**src/rtl/pipeline_hazard_ctrl_pkg.sv**
```systemverilog
// Shared constants for the pipeline hazard controller: FSM encoding,
// register-file geometry and the syscall code that does not halt.
package pipeline_hazard_ctrl_pkg;

  localparam int unsigned REG_BITS   = 5;
  localparam int unsigned STATE_BITS = 2;

  localparam logic [STATE_BITS-1:0] ST_RUN     = 2'd0;
  localparam logic [STATE_BITS-1:0] ST_HALT    = 2'd1;
  localparam logic [STATE_BITS-1:0] ST_RELEASE = 2'd2;

  localparam logic [REG_BITS-1:0] REG_ZERO = 5'd0;

  localparam int unsigned DEFAULT_RUN_CODE = 34;

  // A source matches a stage only if that stage writes and the register is not r0.
  function automatic logic reg_hit(input logic [REG_BITS-1:0] src,
                                   input logic [REG_BITS-1:0] dst,
                                   input logic                we);
    return we && (dst == src) && (dst != REG_ZERO);
  endfunction

endpackage

```
**src/rtl/hazard_raw_detect.sv**
```systemverilog
// Combinational RAW detector: ID source registers against the EX, MEM and WB
// destinations. WB counts because the register file has no write-through.
module hazard_raw_detect
  import pipeline_hazard_ctrl_pkg::*;
(
  input  logic [REG_BITS-1:0] id_rs,
  input  logic [REG_BITS-1:0] id_rt,
  input  logic                id_use_rs,
  input  logic                id_use_rt,
  input  logic [REG_BITS-1:0] ex_write,
  input  logic                ex_regwrite,
  input  logic [REG_BITS-1:0] mem_write,
  input  logic                mem_regwrite,
  input  logic [REG_BITS-1:0] wb_write,
  input  logic                wb_regwrite,
  output logic                raw_c
);

  logic rs_hit;
  logic rt_hit;

  always_comb begin
    rs_hit = reg_hit(id_rs, ex_write, ex_regwrite)
           | reg_hit(id_rs, mem_write, mem_regwrite)
           | reg_hit(id_rs, wb_write, wb_regwrite);
    rt_hit = reg_hit(id_rt, ex_write, ex_regwrite)
           | reg_hit(id_rt, mem_write, mem_regwrite)
           | reg_hit(id_rt, wb_write, wb_regwrite);
  end

  assign raw_c = (id_use_rs & rs_hit) | (id_use_rt & rt_hit);

endmodule

```
**src/rtl/pipeline_hazard_ctrl.sv**
```systemverilog
// Pipeline stall/flush control with syscall halt FSM and statistics counters.
// Control outputs are combinational from the FSM state and the current inputs.
module pipeline_hazard_ctrl
  import pipeline_hazard_ctrl_pkg::*;
#(
  parameter int unsigned DATA_BITS = 32,
  parameter int unsigned CNT_BITS  = 32,
  parameter int unsigned RUN_CODE  = DEFAULT_RUN_CODE
) (
  input  logic                 clk,
  input  logic                 rst,
  input  logic [REG_BITS-1:0]  id_rs,
  input  logic [REG_BITS-1:0]  id_rt,
  input  logic                 id_use_rs,
  input  logic                 id_use_rt,
  input  logic [REG_BITS-1:0]  ex_write,
  input  logic                 ex_regwrite,
  input  logic [REG_BITS-1:0]  mem_write,
  input  logic                 mem_regwrite,
  input  logic [REG_BITS-1:0]  wb_write,
  input  logic                 wb_regwrite,
  input  logic                 ex_redirect,
  input  logic                 ex_syscall,
  input  logic [DATA_BITS-1:0] ex_v0,
  input  logic                 go,
  output logic                 pc_en,
  output logic                 if_id_en,
  output logic                 if_id_zero,
  output logic                 id_ex_en,
  output logic                 id_ex_zero,
  output logic                 ex_mem_en,
  output logic                 mem_wb_en,
  output logic                 halted,
  output logic [CNT_BITS-1:0]  stall_cnt,
  output logic [CNT_BITS-1:0]  flush_cnt
);

  logic [STATE_BITS-1:0] state;
  logic [STATE_BITS-1:0] state_nx;
  logic                  go_q;
  logic                  go_rise;
  logic                  raw;
  logic                  stall_inc;
  logic                  flush_inc;
  logic                  sys_halt;

  hazard_raw_detect u_raw (
    .id_rs        (id_rs),
    .id_rt        (id_rt),
    .id_use_rs    (id_use_rs),
    .id_use_rt    (id_use_rt),
    .ex_write     (ex_write),
    .ex_regwrite  (ex_regwrite),
    .mem_write    (mem_write),
    .mem_regwrite (mem_regwrite),
    .wb_write     (wb_write),
    .wb_regwrite  (wb_regwrite),
    .raw_c        (raw)
  );

  assign go_rise  = go & ~go_q;
  assign sys_halt = ex_syscall && (ex_v0 != DATA_BITS'(RUN_CODE));

  always_ff @(posedge clk) begin
    if (rst) begin
      state     <= ST_RUN;
      go_q      <= 1'b0;
      stall_cnt <= '0;
      flush_cnt <= '0;
    end else begin
      state <= state_nx;
      go_q  <= go;
      if (stall_inc) stall_cnt <= stall_cnt + CNT_BITS'(1);
      if (flush_inc) flush_cnt <= flush_cnt + CNT_BITS'(1);
    end
  end

  // Next state and controls; RELEASE shares RUN's rules minus the syscall check.
  always_comb begin
    state_nx   = state;
    pc_en      = 1'b1;
    if_id_en   = 1'b1;
    if_id_zero = 1'b0;
    id_ex_en   = 1'b1;
    id_ex_zero = 1'b0;
    ex_mem_en  = 1'b1;
    mem_wb_en  = 1'b1;
    halted     = 1'b0;
    stall_inc  = 1'b0;
    flush_inc  = 1'b0;
    if (!rst) begin
      case (state)
        ST_HALT: begin
          pc_en     = 1'b0;
          if_id_en  = 1'b0;
          id_ex_en  = 1'b0;
          ex_mem_en = 1'b0;
          mem_wb_en = 1'b0;
          halted    = 1'b1;
          if (go_rise) state_nx = ST_RELEASE;
        end
        ST_RUN, ST_RELEASE: begin
          if (state == ST_RELEASE) state_nx = ST_RUN;
          if ((state == ST_RUN) && sys_halt) begin
            pc_en     = 1'b0;
            if_id_en  = 1'b0;
            id_ex_en  = 1'b0;
            ex_mem_en = 1'b0;
            mem_wb_en = 1'b0;
            state_nx  = ST_HALT;
          end else if (ex_redirect) begin
            if_id_zero = 1'b1;
            id_ex_zero = 1'b1;
            flush_inc  = 1'b1;
          end else if (raw) begin
            pc_en      = 1'b0;
            if_id_en   = 1'b0;
            id_ex_zero = 1'b1;
            stall_inc  = 1'b1;
          end
        end
        default: state_nx = ST_RUN;
      endcase
    end
  end

endmodule
```
**config.mk**
```make
export PLATFORM = sky130hd
export DESIGN_NAME = pipeline_hazard_ctrl
export DESIGN_NICKNAME = d
export VERILOG_FILES = /design/src/rtl/pipeline_hazard_ctrl_pkg.sv /design/src/rtl/hazard_raw_detect.sv /design/src/rtl/pipeline_hazard_ctrl.sv
export SDC_FILE = /design/constraint.sdc
export NUM_CORES = 1
export LEC_CHECK = 0
export CAP_MARGIN = 25
export CELL_PAD_IN_SITES_DETAIL_PLACEMENT = 0
export CELL_PAD_IN_SITES_GLOBAL_PLACEMENT = 1
export CORE_MARGIN = 4
export CORE_UTILIZATION = 30
export CTS_CLUSTER_DIAMETER = 60
export DETAILED_ROUTE_END_ITERATION = 7
export PLACE_DENSITY_LB_ADDON = 0.1
export SYNTH_ARGS = -nofsm -noshare
export SYNTH_HDL_FRONTEND = slang
export SYNTH_HIERARCHICAL = 1
export SYNTH_SLANG_ARGS = --single-unit
```
**constraint.sdc**
```tcl
create_clock -name clk -period 3.15 [get_ports clk]
set_clock_uncertainty 0.15 [all_clocks]
set_input_delay 0.63 -clock clk [delete_from_list [all_inputs] [get_ports clk]]
set_output_delay 0.63 -clock clk [all_outputs]
set_load 0.01 [all_outputs]
```
==> results.cfg <==
[floorplan]
rows = 42
die_x_um = 125
dieHeight_um = 125
start_util_pct = 30.8
die-area_um2 = 15600
design.core.area_um2 = 13300
pin_count = 139

[worst_setup_path]
cpMaxStageDelayCell = or4_4
cp_max_fo = 2
max_stage_delay_ns = 0.53
start_kind = primary input
required_ns = 2.37
crit_type = in2out
crit_chain = buf_6 -> or4_4 -> o21ai_4 -> nor4_2 -> o31ai_2 -> o2111ai_4 -> nor2b_4 -> o31ai_4 -> buf_2
crit_path_end_kind = output port
critPathArrivalTime_ns = 2.48
reg2reg_slack_ns = 0.72

[synthesis]
yosysUniqueCellTypes = 44
yosys_warnings = 6
synth_area_um2 = 4090
synth_seq_cells = 67
synth_async_sr_flop_share_pct = 0
syn_area_per_cell_um2 = 8.24
yosysSeqAreaShare_pct = 32.8
synth_edf_count = 0
synth_cells = 496
synth-main-ff-cell = dfxtp_1
synth_nets = 565

[place]
place_inst = 808
portBuffers = 138
hpwl_mm = 9.28
gp_congestion = 0.796
pre_cts_ws_ns = -0.942

[sta]
relSlewSlack_pct = 43.5
setup_viol = 3
holdWs_ns = 0.333
fmax_mhz = 307
fin_crit_sh_pct = 103
hold_viol = 0
drv_slew = 0
worst_slew_pin_slew_ns = 0.848
rsz0062_at_grt = true
setup_ws_ns = -0.106
post-route-min-period_ns = 3.26

[routing]
drc = 0
drt_iter0_drc = 290
dr.pass1.iters = 4
detail-route-antenna-nets = 0
routedWlPerCell_um = 16.1
wirelength_mm = 13.4
viasPerCell = 5.43
routed-via-count = 4529

[grt]
grt_pass1_wl_mm = 21.6
overflow = 0
grtUsageTotal_pct = 16.4
grt_max_degree = 95
first_global_vias = 4491
antenna_found_initial = 1

[cells_and_area]
final_cell_mix = 101 x clkdlybuf4s50_1, 67 x dfxtp_1, 53 x a21oi_1
final_nets = 722
final_common_cell = clkdlybuf4s50_1
multi_input_area_um2 = 2720
fin_util_pct = 48.1
area_growth_pct = 56.5
antenna-diode-count = 0
fin_cells = 834
drive_above_1_share_pct = 20.8
register_area_um2 = 1340
nFillCells = 1312

[outcome]
status = complete, but fails checks
violations = negative setup slack

[clock_network]
cts.sinks = 67
insertion_delay_ns = 0.33
clk_pin_slew_ns = 0.05
cts_tree = built
cts_buffer_depth = 2
hold_buffers = 0
cts_made_buffers = 9
cts-root-buf = clkbuf_16
htreeDepth = 3

[hold_path]
hp-class = reg2reg

[job]
cap_violations = 0

[pwr]
peakVddDrop_mv = 0.215
power_mw = 2.30
p_per_area_nw_per_um2 = 359
leakage_nw = 2.15
area by class of cell:
| cell class | instances | share of cell area [%] |
|---|---|---|
| Multi-Input combinational cell | 383 | 42.5 |
| Timing Repair Buffer | 186 | 27.4 |
| Sequential cell | 67 | 21.0 |
| Clock buffer | 11 | 3.79 |
| Tap cell | 176 | 3.44 |
| Clock inverter | 5 | 1.56 |
| Inverter | 6 | 0.352 |
worst max-delay path: cells and delay by family:
kind                   cells  cell delay [ns]
buffers and inverters      2             0.26
AOI/OAI and AO/OA          4             0.81
and+or+nand+nor            3             0.77
what timing repair did:
item | CTS | global route
setup buffers | 3 | 4
cloned | 0 | 4
pin swaps | 15 | 33
resized for setup | 91 | 62
endpoints found under the setup margin | 36 | 32
hold endpoints to repair | 0 | 0
through the flow:
stage | area, um^2 | setup TNS, ns
floorplan | 4100 | 0
global placement | 5780 | -21.94
detailed placement | 5780 | -22.88
CTS | 6160 | -0.394
global route | 6400 | -0.945
finish | 6400 | -0.227
power by group:
| group | internal [mW] | switching, mW |
|---|---|---|
| Combinational | 0.138 | 0.139 |
| Sequential | 0.852 | 0.00494 |
| Clock | 0.792 | 0.374 |
| Total | 1.78 | 0.518 |
sequential cells by signal, indices dropped and copies added (netlist names):
| name | flops |
|---|---|
| flush_cnt | 32 |
| state | 2 |
| go_q | 1 |
| stall_cnt | 32 |
cell families (layout without fill, tap and decap cells):
group	Yosys count	in the layout	synth area share [%]
compound gates	125	125	19.2
fa+ha+maj	2	2	0.612
xor+xnor	30	30	6.43
mux	6	6	1.65
buf+inv	46	208	5.78
simple gates	220	220	33.5
flops	67	67	32.8
cell usage after synthesis, types with 3 or more instances:
master    number  area share (%)
a21oi_1       57             7.0
and2_1         8             1.2
and3_1         8             1.2
and4_1         5             1.1
buf_4          4            0.73
buf_6          4             1.1
clkbuf_1      27             2.5
dfxtp_1       67              33
inv_1          6            0.55
mux2_2         6             1.7
nand2_1       23             2.1
nand3_1       28             3.4
nand4_1       26             4.0
nor2_1        16             1.5
nor2b_1        8             1.2
nor3_1         6            0.73
nor4_1        16             2.4
o21ai_0        6            0.73
o31ai_1       51             9.4
or2_2          3            0.46
or3_1          7             1.1
or4_1         54             9.9
xnor2_1       12             2.6
xor2_1        18             3.9
path summary, 6_finish.rpt:
path / depth (start not counted) / end / startpoint
setup / recovery: 9 / if_id_en / mem_write[1]
hold / removal: 2 / flush_cnt[31] / flush_cnt[31]
setup reg to reg: 5 / stall_cnt[31] / stall_cnt[5]
hold reg to reg: 2 / flush_cnt[31] / flush_cnt[31]
layer usage:
| metal | vias up | global-route usage, % | share of wire [%] |
|---|---|---|---|
| li1 | 2249 | - | - |
| met1 | 2173 | 20.0 | 44 |
| met2 | 89 | 28.3 | 49 |
| met3 | 16 | 4.76 | 4.9 |
| met4 | 2 | 3.87 | 1.1 |
| met5 | - | 0 | 0.097 |
Power figures use the tool's default switching activity.
